<file path="src/rtl/riscv_pkg.sv">
// Shared types and constants for the ID/EX stage: operand-select encodings,
// forwarding-source selector, EX control bundle and ALU opcodes.
package riscv_pkg;

    localparam int XLEN   = 32;
    localparam int RA_W   = 5;
    localparam int CTRL_W = 5;

    // Encoding 3 of either select falls back to the register operand.
    typedef enum logic [1:0] {
        A_RS1  = 2'd0,
        A_PC   = 2'd1,
        A_ZERO = 2'd2
    } a_sel_t;

    typedef enum logic [1:0] {
        B_RS2  = 2'd0,
        B_IMM  = 2'd1,
        B_FOUR = 2'd2
    } b_sel_t;

    typedef enum logic [1:0] {
        FWD_RF  = 2'd0,
        FWD_MEM = 2'd1,
        FWD_WB  = 2'd2
    } fwd_sel_t;

    typedef struct packed {
        logic reg_write;
        logic mem_read;
        logic mem_write;
        logic branch;
        logic jump;
    } ex_ctrl_t;

    localparam logic [CTRL_W-1:0] ALU_ADD  = 5'd0;
    localparam logic [CTRL_W-1:0] ALU_SUB  = 5'd1;
    localparam logic [CTRL_W-1:0] ALU_AND  = 5'd2;
    localparam logic [CTRL_W-1:0] ALU_OR   = 5'd3;
    localparam logic [CTRL_W-1:0] ALU_XOR  = 5'd4;
    localparam logic [CTRL_W-1:0] ALU_SLL  = 5'd5;
    localparam logic [CTRL_W-1:0] ALU_SRL  = 5'd6;
    localparam logic [CTRL_W-1:0] ALU_SRA  = 5'd7;
    localparam logic [CTRL_W-1:0] ALU_SLT  = 5'd8;
    localparam logic [CTRL_W-1:0] ALU_SLTU = 5'd9;

    // MEM is the younger producer, so it beats WB; x0 is hardwired and never forwarded.
    function automatic fwd_sel_t fwd_pick(
        input logic [RA_W-1:0] rs,
        input logic [RA_W-1:0] mem_rd,
        input logic            mem_we,
        input logic [RA_W-1:0] wb_rd,
        input logic            wb_we
    );
        fwd_sel_t sel;
        sel = FWD_RF;
        if (rs != '0 && mem_we && mem_rd == rs) begin
            sel = FWD_MEM;
        end else if (rs != '0 && wb_we && wb_rd == rs) begin
            sel = FWD_WB;
        end
        return sel;
    endfunction

endpackage

</file>
<file path="src/rtl/id_ex_stage_if.sv">
// Signal bundle between decode, the ID/EX stage, later pipeline stages and the ALU.
interface id_ex_stage_if;
    import riscv_pkg::*;

    // Handshake: id_valid marks a real instruction in ID; there is no ready wire.
    // load_use_stall is the inverse of ready: while it is high ID must hold and
    // re-present the same instruction, and EX receives a bubble instead.
    logic              id_valid;
    logic [XLEN-1:0]   id_pc;
    logic [XLEN-1:0]   id_rs1_data;
    logic [XLEN-1:0]   id_rs2_data;
    logic [XLEN-1:0]   id_imm;
    logic [RA_W-1:0]   id_rs1;
    logic [RA_W-1:0]   id_rs2;
    logic [RA_W-1:0]   id_rd;
    logic [1:0]        id_a_sel;
    logic [1:0]        id_b_sel;
    logic [CTRL_W-1:0] id_alu_ctrl;
    logic              id_reg_write;
    logic              id_mem_read;
    logic              id_mem_write;
    logic              id_branch;
    logic              id_jump;
    logic              flush;

    logic [RA_W-1:0]   mem_rd;
    logic [RA_W-1:0]   wb_rd;
    logic              mem_reg_write;
    logic              wb_reg_write;
    logic [XLEN-1:0]   mem_result;
    logic [XLEN-1:0]   wb_result;

    logic              load_use_stall;
    logic              ex_valid;
    logic [XLEN-1:0]   ALU_A;
    logic [XLEN-1:0]   ALU_B;
    logic [CTRL_W-1:0] ALU_control;
    logic [XLEN-1:0]   ex_store_data;
    logic [XLEN-1:0]   ex_pc;
    logic [XLEN-1:0]   ex_imm;
    logic [RA_W-1:0]   ex_rd;
    logic              ex_reg_write;
    logic              ex_mem_read;
    logic              ex_mem_write;
    logic              ex_branch;
    logic              ex_jump;

    modport master (
        output id_valid, id_pc, id_rs1_data, id_rs2_data, id_imm, id_rs1, id_rs2, id_rd,
               id_a_sel, id_b_sel, id_alu_ctrl, id_reg_write, id_mem_read, id_mem_write,
               id_branch, id_jump, flush,
               mem_rd, wb_rd, mem_reg_write, wb_reg_write, mem_result, wb_result,
        input  load_use_stall, ex_valid, ALU_A, ALU_B, ALU_control, ex_store_data, ex_pc,
               ex_imm, ex_rd, ex_reg_write, ex_mem_read, ex_mem_write, ex_branch, ex_jump
    );

    modport slave (
        input  id_valid, id_pc, id_rs1_data, id_rs2_data, id_imm, id_rs1, id_rs2, id_rd,
               id_a_sel, id_b_sel, id_alu_ctrl, id_reg_write, id_mem_read, id_mem_write,
               id_branch, id_jump, flush,
               mem_rd, wb_rd, mem_reg_write, wb_reg_write, mem_result, wb_result,
        output load_use_stall, ex_valid, ALU_A, ALU_B, ALU_control, ex_store_data, ex_pc,
               ex_imm, ex_rd, ex_reg_write, ex_mem_read, ex_mem_write, ex_branch, ex_jump
    );

endinterface

</file>
<file path="src/rtl/id_ex_stage_fwd_unit.sv">
// Combinational forwarding selector for the two EX source operands.
module fwd_unit
    import riscv_pkg::*;
(
    input  logic [RA_W-1:0] ex_rs1,
    input  logic [RA_W-1:0] ex_rs2,
    input  logic [RA_W-1:0] mem_rd,
    input  logic            mem_reg_write,
    input  logic [RA_W-1:0] wb_rd,
    input  logic            wb_reg_write,
    output fwd_sel_t        fwd_a,
    output fwd_sel_t        fwd_b
);

    assign fwd_a = fwd_pick(ex_rs1, mem_rd, mem_reg_write, wb_rd, wb_reg_write);
    assign fwd_b = fwd_pick(ex_rs2, mem_rd, mem_reg_write, wb_rd, wb_reg_write);

endmodule

</file>
<file path="src/rtl/id_ex_stage.sv">
// ID/EX pipeline register with load-use detection, MEM/WB forwarding and
// ALU operand selection feeding the execute stage.
module id_ex_stage
    import riscv_pkg::*;
(
    input  logic         CLK,
    input  logic         RESET,
    id_ex_stage_if.slave bus
);

    logic              ex_valid_q, ex_valid_d;
    ex_ctrl_t          ex_ctrl_q, ex_ctrl_d;
    logic [XLEN-1:0]   ex_pc_q, ex_pc_d;
    logic [XLEN-1:0]   ex_imm_q, ex_imm_d;
    logic [XLEN-1:0]   ex_rs1_data_q, ex_rs1_data_d;
    logic [XLEN-1:0]   ex_rs2_data_q, ex_rs2_data_d;
    logic [RA_W-1:0]   ex_rs1_q, ex_rs1_d;
    logic [RA_W-1:0]   ex_rs2_q, ex_rs2_d;
    logic [RA_W-1:0]   ex_rd_q, ex_rd_d;
    logic [1:0]        ex_a_sel_q, ex_a_sel_d;
    logic [1:0]        ex_b_sel_q, ex_b_sel_d;
    logic [CTRL_W-1:0] ex_alu_ctrl_q, ex_alu_ctrl_d;

    logic              load_use_stall;
    fwd_sel_t          fwd_a, fwd_b;
    logic [XLEN-1:0]   fwd_rs1, fwd_rs2;
    logic [XLEN-1:0]   alu_a, alu_b;

    // A load in EX cannot supply its value until MEM, so a dependent ID instruction waits one cycle.
    assign load_use_stall = ex_valid_q & ex_ctrl_q.mem_read & (ex_rd_q != '0) & bus.id_valid &
                            ((ex_rd_q == bus.id_rs1) | (ex_rd_q == bus.id_rs2));

    always_comb begin
        ex_valid_d         = bus.id_valid;
        ex_ctrl_d          = '0;
        ex_ctrl_d.reg_write = bus.id_reg_write;
        ex_ctrl_d.mem_read  = bus.id_mem_read;
        ex_ctrl_d.mem_write = bus.id_mem_write;
        ex_ctrl_d.branch    = bus.id_branch;
        ex_ctrl_d.jump      = bus.id_jump;
        ex_pc_d            = bus.id_pc;
        ex_imm_d           = bus.id_imm;
        ex_rs1_data_d      = bus.id_rs1_data;
        ex_rs2_data_d      = bus.id_rs2_data;
        ex_rs1_d           = bus.id_rs1;
        ex_rs2_d           = bus.id_rs2;
        ex_rd_d            = bus.id_rd;
        ex_a_sel_d         = bus.id_a_sel;
        ex_b_sel_d         = bus.id_b_sel;
        ex_alu_ctrl_d      = bus.id_alu_ctrl;
        // Bubbles only clear valid and control; data fields load regardless.
        if (bus.flush || load_use_stall) begin
            ex_valid_d = 1'b0;
            ex_ctrl_d  = '0;
        end
    end

    always_ff @(posedge CLK or posedge RESET) begin
        if (RESET) begin
            ex_valid_q    <= 1'b0;
            ex_ctrl_q     <= '0;
            ex_pc_q       <= '0;
            ex_imm_q      <= '0;
            ex_rs1_data_q <= '0;
            ex_rs2_data_q <= '0;
            ex_rs1_q      <= '0;
            ex_rs2_q      <= '0;
            ex_rd_q       <= '0;
            ex_a_sel_q    <= '0;
            ex_b_sel_q    <= '0;
            ex_alu_ctrl_q <= ALU_ADD;
        end else begin
            ex_valid_q    <= ex_valid_d;
            ex_ctrl_q     <= ex_ctrl_d;
            ex_pc_q       <= ex_pc_d;
            ex_imm_q      <= ex_imm_d;
            ex_rs1_data_q <= ex_rs1_data_d;
            ex_rs2_data_q <= ex_rs2_data_d;
            ex_rs1_q      <= ex_rs1_d;
            ex_rs2_q      <= ex_rs2_d;
            ex_rd_q       <= ex_rd_d;
            ex_a_sel_q    <= ex_a_sel_d;
            ex_b_sel_q    <= ex_b_sel_d;
            ex_alu_ctrl_q <= ex_alu_ctrl_d;
        end
    end

    fwd_unit u_fwd (
        .ex_rs1        (ex_rs1_q),
        .ex_rs2        (ex_rs2_q),
        .mem_rd        (bus.mem_rd),
        .mem_reg_write (bus.mem_reg_write),
        .wb_rd         (bus.wb_rd),
        .wb_reg_write  (bus.wb_reg_write),
        .fwd_a         (fwd_a),
        .fwd_b         (fwd_b)
    );

    always_comb begin
        fwd_rs1 = ex_rs1_data_q;
        case (fwd_a)
            FWD_MEM: fwd_rs1 = bus.mem_result;
            FWD_WB:  fwd_rs1 = bus.wb_result;
            default: ;
        endcase
        fwd_rs2 = ex_rs2_data_q;
        case (fwd_b)
            FWD_MEM: fwd_rs2 = bus.mem_result;
            FWD_WB:  fwd_rs2 = bus.wb_result;
            default: ;
        endcase
        alu_a = fwd_rs1;
        case (ex_a_sel_q)
            A_PC:    alu_a = ex_pc_q;
            A_ZERO:  alu_a = '0;
            default: ;
        endcase
        alu_b = fwd_rs2;
        case (ex_b_sel_q)
            B_IMM:   alu_b = ex_imm_q;
            B_FOUR:  alu_b = XLEN'(4);
            default: ;
        endcase
    end

    assign bus.load_use_stall = load_use_stall;
    assign bus.ex_valid       = ex_valid_q;
    assign bus.ALU_A          = alu_a;
    assign bus.ALU_B          = alu_b;
    assign bus.ALU_control    = ex_alu_ctrl_q;
    assign bus.ex_store_data  = fwd_rs2;
    assign bus.ex_pc          = ex_pc_q;
    assign bus.ex_imm         = ex_imm_q;
    assign bus.ex_rd          = ex_rd_q;
    assign bus.ex_reg_write   = ex_valid_q & ex_ctrl_q.reg_write;
    assign bus.ex_mem_read    = ex_valid_q & ex_ctrl_q.mem_read;
    assign bus.ex_mem_write   = ex_valid_q & ex_ctrl_q.mem_write;
    assign bus.ex_branch      = ex_valid_q & ex_ctrl_q.branch;
    assign bus.ex_jump        = ex_valid_q & ex_ctrl_q.jump;

endmodule

</file>
<file path="src/flat_wrapper.sv">
// flat-port wrapper written by rule: the top's interface ports become plain ports
module id_ex_stage_flat import riscv_pkg::*;
  (CLK, RESET, bus_id_valid, bus_id_pc, bus_id_rs1_data, bus_id_rs2_data, bus_id_imm, bus_id_rs1, bus_id_rs2, bus_id_rd, bus_id_a_sel, bus_id_b_sel, bus_id_alu_ctrl, bus_id_reg_write, bus_id_mem_read, bus_id_mem_write, bus_id_branch, bus_id_jump, bus_flush, bus_mem_rd, bus_wb_rd, bus_mem_reg_write, bus_wb_reg_write, bus_mem_result, bus_wb_result, bus_load_use_stall, bus_ex_valid, bus_ALU_A, bus_ALU_B, bus_ALU_control, bus_ex_store_data, bus_ex_pc, bus_ex_imm, bus_ex_rd, bus_ex_reg_write, bus_ex_mem_read, bus_ex_mem_write, bus_ex_branch, bus_ex_jump);
  id_ex_stage_if bus_i ();
  input  logic CLK;
  input  logic RESET;
  input wire logic [$bits(bus_i.id_valid)-1:0] bus_id_valid;
  input wire logic [$bits(bus_i.id_pc)-1:0] bus_id_pc;
  input wire logic [$bits(bus_i.id_rs1_data)-1:0] bus_id_rs1_data;
  input wire logic [$bits(bus_i.id_rs2_data)-1:0] bus_id_rs2_data;
  input wire logic [$bits(bus_i.id_imm)-1:0] bus_id_imm;
  input wire logic [$bits(bus_i.id_rs1)-1:0] bus_id_rs1;
  input wire logic [$bits(bus_i.id_rs2)-1:0] bus_id_rs2;
  input wire logic [$bits(bus_i.id_rd)-1:0] bus_id_rd;
  input wire logic [$bits(bus_i.id_a_sel)-1:0] bus_id_a_sel;
  input wire logic [$bits(bus_i.id_b_sel)-1:0] bus_id_b_sel;
  input wire logic [$bits(bus_i.id_alu_ctrl)-1:0] bus_id_alu_ctrl;
  input wire logic [$bits(bus_i.id_reg_write)-1:0] bus_id_reg_write;
  input wire logic [$bits(bus_i.id_mem_read)-1:0] bus_id_mem_read;
  input wire logic [$bits(bus_i.id_mem_write)-1:0] bus_id_mem_write;
  input wire logic [$bits(bus_i.id_branch)-1:0] bus_id_branch;
  input wire logic [$bits(bus_i.id_jump)-1:0] bus_id_jump;
  input wire logic [$bits(bus_i.flush)-1:0] bus_flush;
  input wire logic [$bits(bus_i.mem_rd)-1:0] bus_mem_rd;
  input wire logic [$bits(bus_i.wb_rd)-1:0] bus_wb_rd;
  input wire logic [$bits(bus_i.mem_reg_write)-1:0] bus_mem_reg_write;
  input wire logic [$bits(bus_i.wb_reg_write)-1:0] bus_wb_reg_write;
  input wire logic [$bits(bus_i.mem_result)-1:0] bus_mem_result;
  input wire logic [$bits(bus_i.wb_result)-1:0] bus_wb_result;
  output wire logic [$bits(bus_i.load_use_stall)-1:0] bus_load_use_stall;
  output wire logic [$bits(bus_i.ex_valid)-1:0] bus_ex_valid;
  output wire logic [$bits(bus_i.ALU_A)-1:0] bus_ALU_A;
  output wire logic [$bits(bus_i.ALU_B)-1:0] bus_ALU_B;
  output wire logic [$bits(bus_i.ALU_control)-1:0] bus_ALU_control;
  output wire logic [$bits(bus_i.ex_store_data)-1:0] bus_ex_store_data;
  output wire logic [$bits(bus_i.ex_pc)-1:0] bus_ex_pc;
  output wire logic [$bits(bus_i.ex_imm)-1:0] bus_ex_imm;
  output wire logic [$bits(bus_i.ex_rd)-1:0] bus_ex_rd;
  output wire logic [$bits(bus_i.ex_reg_write)-1:0] bus_ex_reg_write;
  output wire logic [$bits(bus_i.ex_mem_read)-1:0] bus_ex_mem_read;
  output wire logic [$bits(bus_i.ex_mem_write)-1:0] bus_ex_mem_write;
  output wire logic [$bits(bus_i.ex_branch)-1:0] bus_ex_branch;
  output wire logic [$bits(bus_i.ex_jump)-1:0] bus_ex_jump;
  assign bus_i.id_valid = bus_id_valid;
  assign bus_i.id_pc = bus_id_pc;
  assign bus_i.id_rs1_data = bus_id_rs1_data;
  assign bus_i.id_rs2_data = bus_id_rs2_data;
  assign bus_i.id_imm = bus_id_imm;
  assign bus_i.id_rs1 = bus_id_rs1;
  assign bus_i.id_rs2 = bus_id_rs2;
  assign bus_i.id_rd = bus_id_rd;
  assign bus_i.id_a_sel = bus_id_a_sel;
  assign bus_i.id_b_sel = bus_id_b_sel;
  assign bus_i.id_alu_ctrl = bus_id_alu_ctrl;
  assign bus_i.id_reg_write = bus_id_reg_write;
  assign bus_i.id_mem_read = bus_id_mem_read;
  assign bus_i.id_mem_write = bus_id_mem_write;
  assign bus_i.id_branch = bus_id_branch;
  assign bus_i.id_jump = bus_id_jump;
  assign bus_i.flush = bus_flush;
  assign bus_i.mem_rd = bus_mem_rd;
  assign bus_i.wb_rd = bus_wb_rd;
  assign bus_i.mem_reg_write = bus_mem_reg_write;
  assign bus_i.wb_reg_write = bus_wb_reg_write;
  assign bus_i.mem_result = bus_mem_result;
  assign bus_i.wb_result = bus_wb_result;
  assign bus_load_use_stall = bus_i.load_use_stall;
  assign bus_ex_valid = bus_i.ex_valid;
  assign bus_ALU_A = bus_i.ALU_A;
  assign bus_ALU_B = bus_i.ALU_B;
  assign bus_ALU_control = bus_i.ALU_control;
  assign bus_ex_store_data = bus_i.ex_store_data;
  assign bus_ex_pc = bus_i.ex_pc;
  assign bus_ex_imm = bus_i.ex_imm;
  assign bus_ex_rd = bus_i.ex_rd;
  assign bus_ex_reg_write = bus_i.ex_reg_write;
  assign bus_ex_mem_read = bus_i.ex_mem_read;
  assign bus_ex_mem_write = bus_i.ex_mem_write;
  assign bus_ex_branch = bus_i.ex_branch;
  assign bus_ex_jump = bus_i.ex_jump;
  id_ex_stage u_core (.CLK(CLK), .RESET(RESET), .bus(bus_i));
endmodule
</file>
<file path="config.mk">
export PLATFORM = sky130hd
export DESIGN_NAME = id_ex_stage_flat
export DESIGN_NICKNAME = d
export VERILOG_FILES = /design/src/rtl/riscv_pkg.sv /design/src/rtl/id_ex_stage_if.sv /design/src/rtl/id_ex_stage_fwd_unit.sv /design/src/rtl/id_ex_stage.sv /design/src/flat_wrapper.sv
export SDC_FILE = /design/constraint.sdc
export NUM_CORES = 1
export LEC_CHECK = 0
export ABC_AREA = 1
export BUFFER_PORTS_ARGS = -buffer_cell sky130_fd_sc_hd__buf_2
export CAP_MARGIN = 20
export CORE_AREA = 2 2 162 164
export CTS_BUF_LIST = sky130_fd_sc_hd__clkbuf_8
export CTS_CLUSTER_SIZE = 12
export DETAILED_ROUTE_END_ITERATION = 12
export DIE_AREA = 0 0 164 166
export PLACE_DENSITY = 0.64
export SETUP_SLACK_MARGIN = 0.4
export SLEW_MARGIN = 15
export SYNTH_ARGS = -nofsm -noshare
export SYNTH_HDL_FRONTEND = slang
export SYNTH_HIERARCHICAL = 1
export SYNTH_SLANG_ARGS = --single-unit
</file>
<file path="constraint.sdc">
create_clock -name CLK -period 4.48 [get_ports CLK]
set_clock_uncertainty 0.15 [all_clocks]
set_input_delay 0.448 -clock CLK [delete_from_list [all_inputs] [get_ports CLK]]
set_output_delay 0.448 -clock CLK [all_outputs]
set_load 0.03 [all_outputs]
</file>
# Word-level counts from Yosys, hierarchy flattened

Index checks and enable logic that the tools add are counted.

Bits of input ports: 237
Word-level logic and storage cells: 61
Flip-flop bits (word level): 158

Reduce and logical (&&, ||, !) cells: 12
Muxes and demuxes: 10
Eq/ne operators: 14
Bitwise operators: 9

Operators with widths:

| kind                                                             | number |
|---|---|
| 32-bit case mux with 2 select lines                              | 4 |
| 5-bit == test                                                    | 6 |
| 5-bit nonzero test                                               | 3 |
| 1-bit AND                                                        | 8 |
| 2-bit by 1-bit == test with 1-bit output (second input constant) | 4 |
| 2-bit == test (second input constant)                            | 4 |
| 1-bit logical AND                                                | 8 |
| 2-bit 2-to-1 mux                                                 | 4 |
| 5-bit 2-to-1 mux                                                 | 1 |
| 1-bit logical OR                                                 | 1 |
| 1-bit 2-to-1 mux                                                 | 1 |
| 1-bit OR                                                         | 1 |

# Longest topological paths before layout

Word-level depth: 8
Gate-level depth with buffers: 16
Depth with buffers taken out: 14

# Cells and area by module

Netlist, hierarchy kept.

Modules (own cells, without submodules):

| module      | cells an instance | area each (um^2) | seq. area each (um^2) | times used |
|---|---|---|---|---|
| id_ex_stage | 711               | 6785.3           | 3953.8                | 1 |
| fwd_unit    | 111               | 445.4            | 0.0                   | 1 |

# Worst setup path before layout

Ideal clock, no wire load.

Path kind: in2out
Start: input bus_mem_rd[1]
End: output bus_ALU_B[30]
Arrival time: 2.412 ns
Setup slack: 1.470 ns
Cell stages on the path: 14
Path through: inv_1 nand2_1 nand2_1 nor2_1 nand2_1 nor2_2 nor2_1 ha_1 inv_2 buf_2 nor2_1 a21oi_1 nand2_1 nand2_1

Word-level cells in the longest chain between the ends: 6

RTL lines:

| what                                                                             | RTL line           | RTL |
|---|---|---|
| start: declaration                                                               | flat_wrapper.sv:24 | `input wire logic [$bits(bus_i.mem_rd)-1:0] bus_mem_rd;` |
| 5-bit == test (*)                                                                | riscv_pkg.sv:57    | `if (rs != '0 && mem_we && mem_rd == rs) begin` |
| 1-bit logical AND (*)                                                            | riscv_pkg.sv:57    |  |
| 2-bit 2-to-1 mux (*)                                                             | riscv_pkg.sv:57    |  |
| net u_core.fwd_b[0]                                                              | id_ex_stage.sv:25  | `fwd_sel_t fwd_a, fwd_b;` |
| 2-bit == test / 2-bit by 1-bit == test with 1-bit output (equally long branches) | id_ex_stage.sv:107 | `case (fwd_b)` |
| 32-bit case mux with 2 select lines (*)                                          | id_ex_stage.sv:107 |  |
| net bus_ex_store_data[30]                                                        | flat_wrapper.sv:35 | `output wire logic [$bits(bus_i.ex_store_data)-1:0] bus_ex_store_data;` |
| 32-bit case mux with 2 select lines (*)                                          | id_ex_stage.sv:119 | `case (ex_b_sel_q)` |
| end: declaration                                                                 | flat_wrapper.sv:33 | `output wire logic [$bits(bus_i.ALU_B)-1:0] bus_ALU_B;` |

The timed path passes the listed nets; every way through them passes the cells marked *.

# Worst setup path in the final report

Start: register u_core.ex_rs2_q[2]
End: output bus_ALU_B[17]

RTL lines:

| what                                                                             | RTL line           | RTL |
|---|---|---|
| start: declaration                                                               | id_ex_stage.sv:18  | `logic [RA_W-1:0] ex_rs2_q, ex_rs2_d;` |
| start signal: assignment                                                         | id_ex_stage.sv:80  | `ex_rs2_q <= ex_rs2_d;` |
| 5-bit nonzero test                                                               | riscv_pkg.sv:57    |  |
| 1-bit logical AND                                                                | riscv_pkg.sv:57    |  |
| 1-bit logical AND (*)                                                            | riscv_pkg.sv:57    |  |
| 2-bit 2-to-1 mux (*)                                                             | riscv_pkg.sv:57    |  |
| net u_core.fwd_b[0]                                                              | id_ex_stage.sv:25  |  |
| 2-bit == test / 2-bit by 1-bit == test with 1-bit output (equally long branches) | id_ex_stage.sv:107 |  |
| 32-bit case mux with 2 select lines (*)                                          | id_ex_stage.sv:107 |  |
| 32-bit case mux with 2 select lines (*)                                          | id_ex_stage.sv:119 |  |

Marks and branches as above.

==> impl_metrics.tcl <==
set metrics [dict create \
    drc 0 \
    hold_class "in -> reg" \
    hold_ws_ns 0.0469 \
    ys_ff_latch 158 \
    cts.path.max_buffers 2 \
    grt.overflow.total 0 \
    syn_nets 1066 \
    drive_gt1_frac 0.357 \
    vias 7979 \
    rr_worst_depth 9 \
    hold_viol 0 \
    rows 59 \
    end_kind "primary output" \
    holdPathStages 3 \
    first_global_vias 8096 \
    numPortBuffers 413 \
    setup_viol 0 \
    cellPowerDensity_nw_per_um2 306 \
    grt.total_usage 0.229 \
    period_share 0.846 \
    syn_area_per_cell_um2 8.80 \
    antenna_found_initial 4 \
    ys_top_cells_by_area "dfrtp_1 (55%), inv_1 (8.7%), nand2_1 (6.5%), o21ai_1 (5.5%), nand3_1 (5.0%)" \
    synth_top_area_share 0.547 \
    vias_per_cell 4.63 \
    finalPower_mw 3.54 \
    cts_made_buffers 17 \
    power_leakage_nw 6.21 \
    maxCapViolCount 0 \
    first_iter_violations 624 \
    ir_worst_vdd_uv 188 \
    grt_max_degree 159 \
    clk_pin_slew_worst_paths_ns 0.10 \
    htree_levels 4 \
    yosysTopAreaCell "dfrtp_1" \
    rsz0062_at_grt "no" \
    ant_nets 0 \
    min_period_ns 3.79 \
    wl_um 31300 \
    ys_types 24 \
    initial_utilization 0.282 \
    dp_cells 1535 \
    wire_per_inst_um 18.2 \
    status "completed" \
    cts_sinks 158 \
    firstDrtPassIters 6 \
    critPathLaunchType "register" \
    maxSlewViolCount 0 \
    crit_type "reg -> out" \
    fillers 2456 \
    io_pins 414 \
    synthToLayoutAreaGrowth_pct 59.9 \
    final_core_util 0.451 \
    setup_tns_ns 0 \
    synthCells 822 \
    synthesis.area_um2 7230 \
    hpwlAfterDp_um 22700 \
    path_max_fanout 29 \
    mostFrequentLayoutCells "buf_2 (413), inv_1 (167), dfrtp_1 (158)" \
    worstPathArrival_ns 3.19 \
    cts_tree "done" \
    nets 1616 \
    final_common_cell "buf_2" \
    timing.fmax_mhz 264 \
    die_area_um2 27200 \
    relSlewSlack 0.419 \
    layout.cells.non_filler 1724 \
    tightestPinTransition_ns 0.872 \
    design.core.area_um2 25600 \
    root_buffer "clkbuf_8" \
    gp_congestion 0.880 \
    yosysSeqAreaShare 0.547 \
    clkLatencyLatePin_ns 0.45 \
    required_ns 3.88 \
    die_w_um 164 \
    grt_pass1_wl_um 46900 \
    yosysWarnings 6 \
    die_h_um 166 \
]
## synth_stat cells
cell,count
buf_6,3
buf_1,4
o21a_1,30
inv_1,168
o21ai_2,10
nand2_1,126
nor2_4,1
clkinv_1,1
clkbuf_1,27
o22ai_2,10
nand2_2,2
a221oi_1,31
nor2_1,34
a21oi_1,9
ha_1,7
nor2_2,3
inv_2,12
buf_2,9
o22ai_1,19
o21ai_1,79
dfrtp_1,158
nand3_1,72
xnor2_1,2
o21ai_0,5
## power breakdown
part,internal [mW],switching (mW)
Combinational,0.337,0.579
Clock,0.464,0.624
Sequential,1.50,0.0411
## stage by stage
step,setup WS (ns),instance area (µm²)
floorplan,1.47,7230
global placement,1.02,9620
detailed placement,0.983,9620
CTS,0.575,11500
global route,0.446,11600
finish,0.691,11600
## cell families (layout without fill, tap and decap cells)
| group | Yosys count | after routing | synth area share |
|---|---|---|---|
| other | 0 | 4 | 0 |
| buffers and inverters | 224 | 787 | 0.121 |
| adders and majority gates | 7 | 7 | 0.0121 |
| xor gates and xnor gates | 2 | 2 | 0.00242 |
| AOI/OAI and AO/OA | 193 | 193 | 0.179 |
| DFF | 158 | 158 | 0.547 |
| and+or+nand+nor | 238 | 238 | 0.139 |
## metal layers
| metal | GRT usage | part of all wire |
|---|---|---|
| met5 | 0 | 0.00048 |
| met4 | 0.0656 | 0.019 |
| met3 | 0.0557 | 0.092 |
| met2 | 0.391 | 0.49 |
| met1 | 0.288 | 0.40 |
## final timing paths
kind                                startpoint                    end  slack [ns]
setup reg to reg           u_core/bus.ex_rd[1]    u_core/ex_ctrl_q[3]        3.00
min in group asynchronous                RESET    u_core/ex_ctrl_q[3]        0.06
setup / recovery            u_core/ex_rs2_q[2]          bus_ALU_B[17]        0.69
hold reg to reg            u_core/ex_ctrl_q[3]    u_core/ex_ctrl_q[4]        0.77
hold / removal                   bus_id_branch    u_core/ex_ctrl_q[1]        0.05
max in group asynchronous                RESET  u_core/bus.ex_imm[18]        3.43
## cell type report
type                       instances  area [µm²]  area share
tap                              335         419      0.0363
inverter                         181         688      0.0595
multi-input combinational        440        2410       0.208
clock buffer                      17         234      0.0202
sequential                       158        3950       0.342
clock inverter                    15         153      0.0132
timing repair buffer             574        3690       0.320
antenna                            4        10.0    0.000866
## flip-flops by register name, indices dropped and copies added, names as in the netlist, 2 cells and up
name / flops
u_core/bus.ex_imm: 32
u_core/bus.ex_pc: 32
u_core/ex_rs1_data_q: 32
u_core/ex_rs2_data_q: 32
u_core/bus.ALU_control: 5
u_core/bus.ex_rd: 5
u_core/ex_ctrl_q: 5
u_core/ex_rs1_q: 5
u_core/ex_rs2_q: 5
u_core/ex_a_sel_q: 2
u_core/ex_b_sel_q: 2
## timing repair
| action | CTS | global route |
|---|---|---|
| endpoints found under the hold margin | 152 | 0 |
| gates resized for setup | 0 | 4 |
| setup buffers | 0 | 0 |
| hold buffers | 152 | 0 |
| endpoints found under the setup margin | 0 | 14 |
## worst max-delay path, stage by stage, from the launching register on
cell     delay (ns)
dfrtp_1        0.42
inv_1          0.08
nand2_1        0.06
nand2_1        0.06
nor2_1         0.11
nand2_1        0.10
nor2_2         0.18
nor2_1         0.10
ha_1           0.24
inv_2          0.53
o22ai_1        0.29
nand2_1        0.13
o21a_1         0.18
o21ai_1        0.07
buf_2          0.18
Note: power is estimated with default switching activity, not from simulation.
